$ cat config.mk
export PLATFORM = sky130hd
export DESIGN_NAME = axi_ram_rd_arb_flat
export DESIGN_NICKNAME = d
export VERILOG_FILES = /design/src/rtl/axi_ram_rd_arb_if.sv /design/src/rtl/axi_ram_rd_arb.sv /design/src/flat_wrapper.sv
export SDC_FILE = /design/constraint.sdc
export NUM_CORES = 1
export LEC_CHECK = 0
export BUFFER_PORTS_ARGS = -buffer_cell sky130_fd_sc_hd__buf_2
export CORE_AREA = 2 2 83 85
export CTS_CLUSTER_DIAMETER = 30
export DETAILED_ROUTE_END_ITERATION = 10
export DIE_AREA = 0 0 85 87
export GPL_TIMING_DRIVEN = 0
export PLACE_DENSITY = 0.68
export SKIP_CTS_REPAIR_TIMING = 1
export SLEW_MARGIN = 20
export SYNTH_ARGS = -nofsm -noshare
export SYNTH_HDL_FRONTEND = slang
export SYNTH_SLANG_ARGS = --single-unit
$ cat constraint.sdc
create_clock -name clk -period 5.9 [get_ports clk]
set_input_delay 1.18 -clock clk [delete_from_list [all_inputs] [get_ports clk]]
set_output_delay 1.18 -clock clk [all_outputs]
set_load 0.01 [all_outputs]
$ cat src/rtl/axi_ram_rd_arb_if.sv
// Bus bundle for the two-requester RAM read arbiter: two requester-side
// command/response channels, one RAM-side channel, and a debug view of the FSM.
//
// Handshake rule for every channel: a transfer happens on a rising clk edge
// where the producer's valid/en and the consumer's ready are both high.
// Payload fields are meaningful only while valid/en is high.
interface axi_ram_rd_arb_if #(
  parameter int DATA_WIDTH = 32,
  parameter int ADDR_WIDTH = 16,
  parameter int ID_WIDTH   = 8
);
  logic [ID_WIDTH-1:0]   s0_rd_cmd_id;
  logic [ADDR_WIDTH-1:0] s0_rd_cmd_addr;
  logic                  s0_rd_cmd_en;
  logic                  s0_rd_cmd_last;
  logic                  s0_rd_cmd_ready;
  logic [ID_WIDTH-1:0]   s0_rd_resp_id;
  logic [DATA_WIDTH-1:0] s0_rd_resp_data;
  logic                  s0_rd_resp_last;
  logic                  s0_rd_resp_valid;
  logic                  s0_rd_resp_ready;

  logic [ID_WIDTH-1:0]   s1_rd_cmd_id;
  logic [ADDR_WIDTH-1:0] s1_rd_cmd_addr;
  logic                  s1_rd_cmd_en;
  logic                  s1_rd_cmd_last;
  logic                  s1_rd_cmd_ready;
  logic [ID_WIDTH-1:0]   s1_rd_resp_id;
  logic [DATA_WIDTH-1:0] s1_rd_resp_data;
  logic                  s1_rd_resp_last;
  logic                  s1_rd_resp_valid;
  logic                  s1_rd_resp_ready;

  logic [ID_WIDTH-1:0]   m_rd_cmd_id;
  logic [ADDR_WIDTH-1:0] m_rd_cmd_addr;
  logic                  m_rd_cmd_en;
  logic                  m_rd_cmd_last;
  logic                  m_rd_cmd_ready;
  logic [ID_WIDTH-1:0]   m_rd_resp_id;
  logic [DATA_WIDTH-1:0] m_rd_resp_data;
  logic                  m_rd_resp_last;
  logic                  m_rd_resp_valid;
  logic                  m_rd_resp_ready;

  // FSM observation: 0 = IDLE, 1 = GRANT0, 2 = GRANT1; plus priority pointer.
  logic [1:0]            dbg_state;
  logic                  dbg_prio;

  // Arbiter side.
  modport slave (
    input  s0_rd_cmd_id, s0_rd_cmd_addr, s0_rd_cmd_en, s0_rd_cmd_last,
    output s0_rd_cmd_ready,
    output s0_rd_resp_id, s0_rd_resp_data, s0_rd_resp_last, s0_rd_resp_valid,
    input  s0_rd_resp_ready,
    input  s1_rd_cmd_id, s1_rd_cmd_addr, s1_rd_cmd_en, s1_rd_cmd_last,
    output s1_rd_cmd_ready,
    output s1_rd_resp_id, s1_rd_resp_data, s1_rd_resp_last, s1_rd_resp_valid,
    input  s1_rd_resp_ready,
    output m_rd_cmd_id, m_rd_cmd_addr, m_rd_cmd_en, m_rd_cmd_last,
    input  m_rd_cmd_ready,
    input  m_rd_resp_id, m_rd_resp_data, m_rd_resp_last, m_rd_resp_valid,
    output m_rd_resp_ready,
    output dbg_state, dbg_prio
  );

  // Environment side (requesters + RAM).
  modport master (
    output s0_rd_cmd_id, s0_rd_cmd_addr, s0_rd_cmd_en, s0_rd_cmd_last,
    input  s0_rd_cmd_ready,
    input  s0_rd_resp_id, s0_rd_resp_data, s0_rd_resp_last, s0_rd_resp_valid,
    output s0_rd_resp_ready,
    output s1_rd_cmd_id, s1_rd_cmd_addr, s1_rd_cmd_en, s1_rd_cmd_last,
    input  s1_rd_cmd_ready,
    input  s1_rd_resp_id, s1_rd_resp_data, s1_rd_resp_last, s1_rd_resp_valid,
    output s1_rd_resp_ready,
    input  m_rd_cmd_id, m_rd_cmd_addr, m_rd_cmd_en, m_rd_cmd_last,
    output m_rd_cmd_ready,
    output m_rd_resp_id, m_rd_resp_data, m_rd_resp_last, m_rd_resp_valid,
    input  m_rd_resp_ready,
    input  dbg_state, dbg_prio
  );
endinterface

$ cat src/rtl/axi_ram_rd_arb.sv
// Two-requester read arbiter in front of a single RAM read port.
// A grant is held for a whole burst (until an accepted last beat), with
// round-robin priority between bursts. Each forwarded beat records its source
// in a small routing FIFO so in-order responses go back to the right requester.
module axi_ram_rd_arb #(
  parameter int DATA_WIDTH = 32,
  parameter int ADDR_WIDTH = 16,
  parameter int ID_WIDTH   = 8,
  parameter int FIFO_DEPTH = 4
) (
  input logic             clk,
  input logic             rst,
  axi_ram_rd_arb_if.slave bus
);

  localparam int PTR_W = $clog2(FIFO_DEPTH);
  localparam int CNT_W = PTR_W + 1;

  typedef enum logic [1:0] {
    ST_IDLE   = 2'd0,
    ST_GRANT0 = 2'd1,
    ST_GRANT1 = 2'd2
  } state_t;

  state_t             state_q, state_d;
  logic               prio_q, prio_d;
  logic [PTR_W-1:0]   wr_ptr_q, wr_ptr_d;
  logic [PTR_W-1:0]   rd_ptr_q, rd_ptr_d;
  logic [CNT_W-1:0]   count_q, count_d;
  logic               src_mem [FIFO_DEPTH];

  logic                  fifo_full, fifo_empty, head;
  logic                  push, pop, grant_src;
  logic                  cmd_en, cmd_last, s0_cmd_ready, s1_cmd_ready;
  logic [ID_WIDTH-1:0]   cmd_id;
  logic [ADDR_WIDTH-1:0] cmd_addr;
  logic                  resp_ready;

  assign fifo_full  = (count_q == CNT_W'(FIFO_DEPTH));
  assign fifo_empty = (count_q == '0);
  assign head       = src_mem[rd_ptr_q];
  assign grant_src  = (state_q == ST_GRANT1);
  assign push       = cmd_en && bus.m_rd_cmd_ready;
  assign pop        = bus.m_rd_resp_valid && resp_ready;

  // State, priority and FIFO bookkeeping registers; reset acts without a clock.
  always_ff @(posedge clk or posedge rst) begin
    if (rst) begin
      state_q  <= ST_IDLE;
      prio_q   <= 1'b0;
      wr_ptr_q <= '0;
      rd_ptr_q <= '0;
      count_q  <= '0;
    end else begin
      state_q  <= state_d;
      prio_q   <= prio_d;
      wr_ptr_q <= wr_ptr_d;
      rd_ptr_q <= rd_ptr_d;
      count_q  <= count_d;
    end
  end

  // Next grant: arbitrate only from IDLE, release only on an accepted last beat.
  always_comb begin
    state_d = state_q;
    prio_d  = prio_q;
    case (state_q)
      ST_IDLE: begin
        if (bus.s0_rd_cmd_en && bus.s1_rd_cmd_en)
          state_d = prio_q ? ST_GRANT1 : ST_GRANT0;
        else if (bus.s0_rd_cmd_en)
          state_d = ST_GRANT0;
        else if (bus.s1_rd_cmd_en)
          state_d = ST_GRANT1;
      end
      ST_GRANT0: begin
        if (push && cmd_last) begin
          state_d = ST_IDLE;
          prio_d  = 1'b1;
        end
      end
      ST_GRANT1: begin
        if (push && cmd_last) begin
          state_d = ST_IDLE;
          prio_d  = 1'b0;
        end
      end
      default: state_d = ST_IDLE;
    endcase
  end

  // Command path: pass the granted requester through, gated by FIFO space.
  always_comb begin
    cmd_en       = 1'b0;
    cmd_last     = 1'b0;
    cmd_id       = '0;
    cmd_addr     = '0;
    s0_cmd_ready = 1'b0;
    s1_cmd_ready = 1'b0;
    case (state_q)
      ST_GRANT0: begin
        cmd_en       = bus.s0_rd_cmd_en && !fifo_full;
        cmd_last     = bus.s0_rd_cmd_last;
        cmd_id       = bus.s0_rd_cmd_id;
        cmd_addr     = bus.s0_rd_cmd_addr;
        s0_cmd_ready = bus.m_rd_cmd_ready && !fifo_full;
      end
      ST_GRANT1: begin
        cmd_en       = bus.s1_rd_cmd_en && !fifo_full;
        cmd_last     = bus.s1_rd_cmd_last;
        cmd_id       = bus.s1_rd_cmd_id;
        cmd_addr     = bus.s1_rd_cmd_addr;
        s1_cmd_ready = bus.m_rd_cmd_ready && !fifo_full;
      end
      default: ;
    endcase
  end

  assign bus.m_rd_cmd_en     = cmd_en;
  assign bus.m_rd_cmd_last   = cmd_last;
  assign bus.m_rd_cmd_id     = cmd_id;
  assign bus.m_rd_cmd_addr   = cmd_addr;
  assign bus.s0_rd_cmd_ready = s0_cmd_ready;
  assign bus.s1_rd_cmd_ready = s1_cmd_ready;

  // Response path: steer the RAM response to the FIFO head's requester only.
  always_comb begin
    resp_ready           = 1'b0;
    bus.s0_rd_resp_valid = 1'b0;
    bus.s0_rd_resp_id    = '0;
    bus.s0_rd_resp_data  = '0;
    bus.s0_rd_resp_last  = 1'b0;
    bus.s1_rd_resp_valid = 1'b0;
    bus.s1_rd_resp_id    = '0;
    bus.s1_rd_resp_data  = '0;
    bus.s1_rd_resp_last  = 1'b0;
    if (!fifo_empty) begin
      if (head) begin
        resp_ready           = bus.s1_rd_resp_ready;
        bus.s1_rd_resp_valid = bus.m_rd_resp_valid;
        bus.s1_rd_resp_id    = bus.m_rd_resp_id;
        bus.s1_rd_resp_data  = bus.m_rd_resp_data;
        bus.s1_rd_resp_last  = bus.m_rd_resp_last;
      end else begin
        resp_ready           = bus.s0_rd_resp_ready;
        bus.s0_rd_resp_valid = bus.m_rd_resp_valid;
        bus.s0_rd_resp_id    = bus.m_rd_resp_id;
        bus.s0_rd_resp_data  = bus.m_rd_resp_data;
        bus.s0_rd_resp_last  = bus.m_rd_resp_last;
      end
    end
  end

  assign bus.m_rd_resp_ready = resp_ready;

  // Routing FIFO pointer/count update; pointers wrap naturally (power-of-two depth).
  always_comb begin
    wr_ptr_d = push ? wr_ptr_q + PTR_W'(1) : wr_ptr_q;
    rd_ptr_d = pop  ? rd_ptr_q + PTR_W'(1) : rd_ptr_q;
    count_d  = count_q;
    case ({push, pop})
      2'b10:   count_d = count_q + CNT_W'(1);
      2'b01:   count_d = count_q - CNT_W'(1);
      default: count_d = count_q;
    endcase
  end

  // Routing FIFO storage; entries are only read when count says they are valid.
  always_ff @(posedge clk) begin
    if (push) src_mem[wr_ptr_q] <= grant_src;
  end

  assign bus.dbg_state = state_q;
  assign bus.dbg_prio  = prio_q;

endmodule

$ cat src/flat_wrapper.sv
// flat-port wrapper written by rule: the top's interface ports become plain ports
module axi_ram_rd_arb_flat 
#(
  parameter int DATA_WIDTH = 32,
  parameter int ADDR_WIDTH = 16,
  parameter int ID_WIDTH   = 8,
  parameter int FIFO_DEPTH = 4
)
  (clk, rst, bus_s0_rd_cmd_id, bus_s0_rd_cmd_addr, bus_s0_rd_cmd_en, bus_s0_rd_cmd_last, bus_s0_rd_cmd_ready, bus_s0_rd_resp_id, bus_s0_rd_resp_data, bus_s0_rd_resp_last, bus_s0_rd_resp_valid, bus_s0_rd_resp_ready, bus_s1_rd_cmd_id, bus_s1_rd_cmd_addr, bus_s1_rd_cmd_en, bus_s1_rd_cmd_last, bus_s1_rd_cmd_ready, bus_s1_rd_resp_id, bus_s1_rd_resp_data, bus_s1_rd_resp_last, bus_s1_rd_resp_valid, bus_s1_rd_resp_ready, bus_m_rd_cmd_id, bus_m_rd_cmd_addr, bus_m_rd_cmd_en, bus_m_rd_cmd_last, bus_m_rd_cmd_ready, bus_m_rd_resp_id, bus_m_rd_resp_data, bus_m_rd_resp_last, bus_m_rd_resp_valid, bus_m_rd_resp_ready, bus_dbg_state, bus_dbg_prio);
  axi_ram_rd_arb_if #(.DATA_WIDTH(DATA_WIDTH), .ADDR_WIDTH(ADDR_WIDTH), .ID_WIDTH(ID_WIDTH)) bus_i ();
  input logic clk;
  input logic rst;
  input wire logic [$bits(bus_i.s0_rd_cmd_id)-1:0] bus_s0_rd_cmd_id;
  input wire logic [$bits(bus_i.s0_rd_cmd_addr)-1:0] bus_s0_rd_cmd_addr;
  input wire logic [$bits(bus_i.s0_rd_cmd_en)-1:0] bus_s0_rd_cmd_en;
  input wire logic [$bits(bus_i.s0_rd_cmd_last)-1:0] bus_s0_rd_cmd_last;
  output wire logic [$bits(bus_i.s0_rd_cmd_ready)-1:0] bus_s0_rd_cmd_ready;
  output wire logic [$bits(bus_i.s0_rd_resp_id)-1:0] bus_s0_rd_resp_id;
  output wire logic [$bits(bus_i.s0_rd_resp_data)-1:0] bus_s0_rd_resp_data;
  output wire logic [$bits(bus_i.s0_rd_resp_last)-1:0] bus_s0_rd_resp_last;
  output wire logic [$bits(bus_i.s0_rd_resp_valid)-1:0] bus_s0_rd_resp_valid;
  input wire logic [$bits(bus_i.s0_rd_resp_ready)-1:0] bus_s0_rd_resp_ready;
  input wire logic [$bits(bus_i.s1_rd_cmd_id)-1:0] bus_s1_rd_cmd_id;
  input wire logic [$bits(bus_i.s1_rd_cmd_addr)-1:0] bus_s1_rd_cmd_addr;
  input wire logic [$bits(bus_i.s1_rd_cmd_en)-1:0] bus_s1_rd_cmd_en;
  input wire logic [$bits(bus_i.s1_rd_cmd_last)-1:0] bus_s1_rd_cmd_last;
  output wire logic [$bits(bus_i.s1_rd_cmd_ready)-1:0] bus_s1_rd_cmd_ready;
  output wire logic [$bits(bus_i.s1_rd_resp_id)-1:0] bus_s1_rd_resp_id;
  output wire logic [$bits(bus_i.s1_rd_resp_data)-1:0] bus_s1_rd_resp_data;
  output wire logic [$bits(bus_i.s1_rd_resp_last)-1:0] bus_s1_rd_resp_last;
  output wire logic [$bits(bus_i.s1_rd_resp_valid)-1:0] bus_s1_rd_resp_valid;
  input wire logic [$bits(bus_i.s1_rd_resp_ready)-1:0] bus_s1_rd_resp_ready;
  output wire logic [$bits(bus_i.m_rd_cmd_id)-1:0] bus_m_rd_cmd_id;
  output wire logic [$bits(bus_i.m_rd_cmd_addr)-1:0] bus_m_rd_cmd_addr;
  output wire logic [$bits(bus_i.m_rd_cmd_en)-1:0] bus_m_rd_cmd_en;
  output wire logic [$bits(bus_i.m_rd_cmd_last)-1:0] bus_m_rd_cmd_last;
  input wire logic [$bits(bus_i.m_rd_cmd_ready)-1:0] bus_m_rd_cmd_ready;
  input wire logic [$bits(bus_i.m_rd_resp_id)-1:0] bus_m_rd_resp_id;
  input wire logic [$bits(bus_i.m_rd_resp_data)-1:0] bus_m_rd_resp_data;
  input wire logic [$bits(bus_i.m_rd_resp_last)-1:0] bus_m_rd_resp_last;
  input wire logic [$bits(bus_i.m_rd_resp_valid)-1:0] bus_m_rd_resp_valid;
  output wire logic [$bits(bus_i.m_rd_resp_ready)-1:0] bus_m_rd_resp_ready;
  output wire logic [$bits(bus_i.dbg_state)-1:0] bus_dbg_state;
  output wire logic [$bits(bus_i.dbg_prio)-1:0] bus_dbg_prio;
  assign bus_i.s0_rd_cmd_id = bus_s0_rd_cmd_id;
  assign bus_i.s0_rd_cmd_addr = bus_s0_rd_cmd_addr;
  assign bus_i.s0_rd_cmd_en = bus_s0_rd_cmd_en;
  assign bus_i.s0_rd_cmd_last = bus_s0_rd_cmd_last;
  assign bus_s0_rd_cmd_ready = bus_i.s0_rd_cmd_ready;
  assign bus_s0_rd_resp_id = bus_i.s0_rd_resp_id;
  assign bus_s0_rd_resp_data = bus_i.s0_rd_resp_data;
  assign bus_s0_rd_resp_last = bus_i.s0_rd_resp_last;
  assign bus_s0_rd_resp_valid = bus_i.s0_rd_resp_valid;
  assign bus_i.s0_rd_resp_ready = bus_s0_rd_resp_ready;
  assign bus_i.s1_rd_cmd_id = bus_s1_rd_cmd_id;
  assign bus_i.s1_rd_cmd_addr = bus_s1_rd_cmd_addr;
  assign bus_i.s1_rd_cmd_en = bus_s1_rd_cmd_en;
  assign bus_i.s1_rd_cmd_last = bus_s1_rd_cmd_last;
  assign bus_s1_rd_cmd_ready = bus_i.s1_rd_cmd_ready;
  assign bus_s1_rd_resp_id = bus_i.s1_rd_resp_id;
  assign bus_s1_rd_resp_data = bus_i.s1_rd_resp_data;
  assign bus_s1_rd_resp_last = bus_i.s1_rd_resp_last;
  assign bus_s1_rd_resp_valid = bus_i.s1_rd_resp_valid;
  assign bus_i.s1_rd_resp_ready = bus_s1_rd_resp_ready;
  assign bus_m_rd_cmd_id = bus_i.m_rd_cmd_id;
  assign bus_m_rd_cmd_addr = bus_i.m_rd_cmd_addr;
  assign bus_m_rd_cmd_en = bus_i.m_rd_cmd_en;
  assign bus_m_rd_cmd_last = bus_i.m_rd_cmd_last;
  assign bus_i.m_rd_cmd_ready = bus_m_rd_cmd_ready;
  assign bus_i.m_rd_resp_id = bus_m_rd_resp_id;
  assign bus_i.m_rd_resp_data = bus_m_rd_resp_data;
  assign bus_i.m_rd_resp_last = bus_m_rd_resp_last;
  assign bus_i.m_rd_resp_valid = bus_m_rd_resp_valid;
  assign bus_m_rd_resp_ready = bus_i.m_rd_resp_ready;
  assign bus_dbg_state = bus_i.dbg_state;
  assign bus_dbg_prio = bus_i.dbg_prio;
  axi_ram_rd_arb #(.DATA_WIDTH(DATA_WIDTH), .ADDR_WIDTH(ADDR_WIDTH), .ID_WIDTH(ID_WIDTH), .FIFO_DEPTH(FIFO_DEPTH)) u_core (.clk(clk), .rst(rst), .bus(bus_i));
endmodule
======== Yosys cells after proc, flatten, opt, wreduce, memory -nomap -nowiden ========
Memories as Yosys holds them, arrays and structs flattened.
Cells that the tools add are included.
storage, ports and cells
  input bits .............................. 99
  output and inout bits ................... 116
  logic and storage cells ................. 70
  flip-flop bits (word level) ............. 10
  RAM bits ................................ 4
  memories ................................ 1
memories
  memory          depth  bits a word  rd ports  clocked after Yosys merged registers in  write ports  line                  RTL
  u_core.src_mem  4      1            1         0                                        1            axi_ram_rd_arb.sv:30  logic src_mem [FIFO_DEPTH];
operators by class
  $add $sub $neg .......................... 4
  reduce and logical (&&, ||, !) cells .... 15
  eq/ne operators ......................... 9
  multiplexer cells ....................... 36
operators by type and width
  cell                 number
  $mux 32              4
  $mux 8               4
  $pmux 16 s2          1
  $mux 1               16
  $pmux 8 s2           1
  $mux 2               5
  $logic_and 1x1->1    7
  $pmux 1 s2           3
  $pmux 3 s2           1
  $add 2x1->2 const B  2
  $eq 2x1->1 const B   2
  $eq 2x2->1 const B   2
  $ne 2x1->1 const B   2
  $ne 4x3->1 const B   1
  $pmux 2 s2           1
  $reduce_bool 2->1    2
  $add 3x1->3 const B  1
  $eq 3x3->1 const B   1
  $logic_not 3->1      1
  $reduce_and 3->1     1
  $sub 3x1->3 const B  1
  $logic_not 2->1      1
  $ne 2x2->1 const B   1
  $reduce_and 2->1     1
  2 further kinds      2

======== Logic depth before layout (Yosys ltp) ========
  depth after elaboration ................. 8
  gate-level depth with buffers ........... 12
  depth with buffers taken out ............ 10

======== Worst setup path after synthesis ========
OpenSTA, ideal clock, no wires.
  kind .................................... input -> output
  start ................................... in bus_s1_rd_cmd_en
  end ..................................... out bus_m_rd_cmd_en
  path buffers ............................ 0
  data required time ...................... 4.720 ns
  stages on the path ...................... 2
  slack ................................... 3.086 ns
  arrival ................................. 1.634 ns
  path through ............................ mux2_2 -> and3_1
on the way
  cells in the longest elaborated chain, start to end .. 2
ends and longest elaborated chain
  element            line                   RTL
  start, declared    flat_wrapper.sv:25     input wire logic [$bits(bus_i.s1_rd_cmd_en)-1:0] bus_s1_rd_cmd_en;
  $logic_and 1x1->1  axi_ram_rd_arb.sv:109  cmd_en = bus.s1_rd_cmd_en && !fifo_full;
  $pmux 1 s2         axi_ram_rd_arb.sv:100  case (state_q)
  end, declared      flat_wrapper.sv:35     output wire logic [$bits(bus_i.m_rd_cmd_en)-1:0] bus_m_rd_cmd_en;
No other way between the ends.

======== Final worst setup path ========
  start ................................... reg u_core.rd_ptr_q[0]
  end ..................................... out bus_s1_rd_resp_data[10]
on the way
  cells in the longest elaborated chain, start to end .. 3
ends and longest elaborated chain
  element                 line                   RTL
  start, declared         axi_ram_rd_arb.sv:28   logic [PTR_W-1:0] rd_ptr_q, rd_ptr_d;
  start signal, assigned  axi_ram_rd_arb.sv:58   rd_ptr_q <= rd_ptr_d;
  $mem_v2 4x1             -
  $mux 32                 axi_ram_rd_arb.sv:138  if (head) begin
  $mux 32                 axi_ram_rd_arb.sv:137  if (!fifo_empty) begin
  end, declared           flat_wrapper.sv:29     output wire logic [$bits(bus_i.s1_rd_resp_data)-1:0] bus_s1_rd_resp_data;
No other way between the ends.

==> results.txt <==
The net count after synthesis is 386. After detailed routing, the average wire length per cell comes to around 13 um. The classification of the worst setup path is reg2out. After global routing the overflow that remains totals 0.

After layout, the worst path uses 57.91% of the clock period. The clock sink total is 14. The maximum number of buffers from clock root to sink is 2.

The synthesized instance count is around 280. The worst relative slew slack is roughly 60%. Clock skew on the completed layout was measured at 0.002517 ns. The launch point of the worst hold path is u_core.count_q[2].

The count of buffer and inverter cells on the critical path is 2. The fraction of the yosys area taken by sequential cells is about 21%. The first-pass detailed-route iteration total came out at 4. The initial utilization of the core area, before any placement, comes to a little over a quarter.

The data arrival time of the worst path is approximately 2.2 ns. The final count of hold timing violations came to 0. The remaining number of nets flagged by the antenna check after routing came out at 0. The per-cell via count in the routed design is 4.576. The post-synthesis to final-layout area growth is 68.02%. The core region is roughly 6600 um2.

The maximum number of pins on one net before global-route repair came out at 11. The post-layout utilization of the core came out at between 40% and 50%. Grouping stages by cell kind, the critical path spends the most delay in buffers and inverters.

The fraction of final layout cells with drive strength greater than 1 is between 40% and 50%. The sort of element at the start of the critical path is a flop. TritonCTS created 3 clock buffers. The shortest period the worst path allows came out at between 3 and 4 ns. CTS built an H-tree with a depth of 1. The required arrival time at the worst endpoint is around 4.7 ns. The repair_antennas step left the layout with diodes totalling 0.

In the final timing run, aggregate negative setup slack is 0 ns. At the end of the flow, the number of nets in the layout was 605. The starting DRC count in detailed routing is between 60 and 70. The overall via count from detail_route came out at roughly 2.6k.

Setup repair after global routing left no endpoint under its margin. The yosys synthesis warning count is 0. The depth of the worst register-to-register path is 10. The reg-to-reg startpoint is u_core.bus.dbg_state[0]. The net switching power figure is roughly 760 uW. The largest fanout on the critical path is 10. The run finished with clean final reports. The share of flip-flops with an asynchronous set or reset came out at between 70% and 80%. For this run, the leading register cell type out of synthesis is dfrtp_1. The final-report max-slew violation count is 0. Counting instances, the worst hold path has a depth of 1. The share of total power consumed by net switching came out at 53.22%. In this run the static leakage power is 1.807 nW.

The class of the most critical hold timing path is reg2reg. The die covers roughly 7400 um2. The sequential share of power came out at ~13%. The number of distinct library cells after synthesis is 35. The register-to-register setup slack came out at 3.10 ns. The initial antenna violation count came to 0. Of the total power, combinational logic draws a little over 80%. The area of the mapped netlist came out at approximately 1800 um2.

The slew at the pin closest to its max-slew limit came out at 0.5894 ns. The count of input and output buffers came out at 214. The internal power consumption is between 600 and 700 uW. The via count of the first global-routing pass is around 2.3k. The first-pass GRT wire length is ~11 mm.

about 220 I/O pins were placed. The critical path runs through a total of 5 cells. The part of the power in the clock network is between 5 and 6%. In this run the power density over the cells is around 480 nW/um2. The flip-flop and latch count after synthesis came out at 14. The tree is rooted in a clkbuf_8. The cell area after placement is a little under 3000 um2. For hold timing, the worst endpoint is u_core.count_q[2]. The last weighted congestion value of the routability-driven placer came out at around 0.92. The total of max-cap violations came out at 0. For this run, the slowest stage of the critical path takes roughly 0.50 ns. From bottom edge to top edge, the die measures between 80 and 90 um. The nature of the critical path endpoint is an output pin.

The synthesized design contains 4 enable-type register cells. The cell area after layout is roughly 3000 um2. The total number of placement rows is 30. The clock transition at the registers of the reported paths came out at approximately 0.05 ns. Averaged over all synthesized cells, the footprint is around 6.4 um2. The worst supply voltage drop on vdd is about 220 uV. The overall global routing resource usage came out at ~18%.

The number of setup violations in the final report came out at 0. Traced cell by cell, the critical path runs through mux2_2, a21oi_1, clkbuf_1, nor2_1, buf_2. The floorplan step set the die width to ~85 um. TritonCTS built the clock tree. The total routed wirelength came out at about 7.4 mm. The peak clock frequency supported by timing came out at about 300 MHz. The cell with the largest stage delay on the worst path is a21oi_1.

The fill cell total of the finished layout is a little under 700. The total DRC errors in the routed layout is 0. The post-detailed-placement half-perimeter wirelength is about 6.4 mm. The insertion delay of the later-clocked pin in the worst-skew pair is 0.24 ns.

The endpoint of the worst-slack reg-to-reg timing path is u_core.count_q[1].
worst max-delay path by stage:
stage | start | to | slack, ns
floorplan | bus_s1_rd_cmd_en | bus_m_rd_cmd_en | 3.09
global placement | u_core.rd_ptr_q[0] | bus_s1_rd_resp_data[10] | 2.74
detailed placement | u_core.rd_ptr_q[0] | bus_s1_rd_resp_data[10] | 2.73
CTS | u_core.rd_ptr_q[0] | bus_s1_rd_resp_data[10] | 2.45
global route | u_core.rd_ptr_q[0] | bus_s1_rd_resp_data[5] | 2.34
finish | u_core.rd_ptr_q[0] | bus_s1_rd_resp_data[10] | 2.48
state kept, by name (all words and copies together), names as in the netlist:
signal                flops
u_core.bus.dbg_state      2
u_core.count_q            3
u_core.src_mem            4
u_core.rd_ptr_q           2
u_core.bus.dbg_prio       1
u_core.wr_ptr_q           2
Yosys cell counts, types with 2 or more instances:
library cell / instances / area (um2)
a22oi_1: 25 / 187.7
and2_1: 4 / 25.02
and3_1: 2 / 12.51
buf_2: 2 / 10.01
clkbuf_1: 19 / 71.32
dfrtp_1: 10 / 250.2
edfxtp_1: 4 / 120.1
ha_1: 8 / 100.1
inv_1: 10 / 37.54
mux2_2: 3 / 33.78
mux2i_1: 2 / 20.02
nand2_1: 46 / 172.7
nor2_1: 87 / 326.6
nor2b_1: 25 / 156.4
nor3_1: 2 / 10.01
o21ai_0: 5 / 25.02
o2bb2ai_1: 2 / 17.52
xnor2_1: 3 / 26.28
xor2_1: 3 / 26.28
placed cells by master (no fill, tap or decap), types with 2 or more instances in the layout:
cell type,Yosys,routed
xor2_1,3,3
mux2_2,3,3
dfrtp_1,10,10
and3_1,2,2
xnor2_1,3,3
o21ai_0,5,5
buf_2,2,216
o2bb2ai_1,2,2
nand2_1,46,46
edfxtp_1,4,4
mux2i_1,2,2
clkbuf_1,19,20
clkbuf_8,0,3
ha_1,8,8
a22oi_1,25,25
nor3_1,2,2
nor2_1,87,87
inv_1,10,10
nor2b_1,25,25
and2_1,4,4
power groups by stage:
| stage | Clock (mW) | Sequential, mW | Combinational [mW] |
|---|---|---|---|
| 3_3_place_gp | 0 | 0.183 | 1.16 |
| 4_1_cts | 0.0815 | 0.184 | 1.18 |
| 6_report | 0.0790 | 0.183 | 1.17 |
| 5_1_grt | 0.0884 | 0.189 | 1.30 |
| 2_1_floorplan | 0 | 0.180 | 0.738 |
| 3_5_place_dp | 0 | 0.185 | 1.17 |
metal layers:
metal  track usage (%)  vias to the layer above  part of all wire, %
met5                 0                        -                    0
met4             3.463                        0                 0.94
met3             2.654                        8                  9.2
met2             36.79                      153                   54
met1             19.00                     1136                   36
li1                  -                     1339                    -
cell families (layout without fill, tap and decap cells):
family,count (synthesis),count (layout),synth area share [%]
buffers and inverters,34,252,7.908
adders and majority gates,9,9,6.718
muxes,7,7,5.038
AOI/OAI and AO/OA,36,36,14.56
DFF,14,14,20.71
and+or+nand+nor,172,172,42.13
xor gates and xnor gates,6,6,2.940
stage by stage:
stage / std cells / total power, mW / setup slack, ns / hold WS [ns]
detailed placement: 572 / 1.358 / 2.728 / 0.5085
finish: 576 / 1.433 / 2.483 / 0.5229
CTS: 576 / 1.444 / 2.452 / 0.5192
global route: 576 / 1.576 / 2.335 / 0.5299
floorplan: 278 / 0.9185 / 3.086 / 0.4802
global placement: 572 / 1.341 / 2.740 / 0.5000
layout make-up:
| type | count | area (um2) | area share [%] |
|---|---|---|---|
| Buffer | 24 | 103.9 | 3.457 |
| Multi-Input combinational cell | 230 | 1276 | 42.48 |
| Timing Repair Buffer | 214 | 1071 | 35.65 |
| Inverter | 10 | 37.54 | 1.249 |
| Clock buffer | 4 | 45.04 | 1.499 |
| Tap cell | 80 | 100.1 | 3.332 |
| Sequential cell | 14 | 370.4 | 12.33 |
No activity file was read; power rests on OpenSTA's default activity.
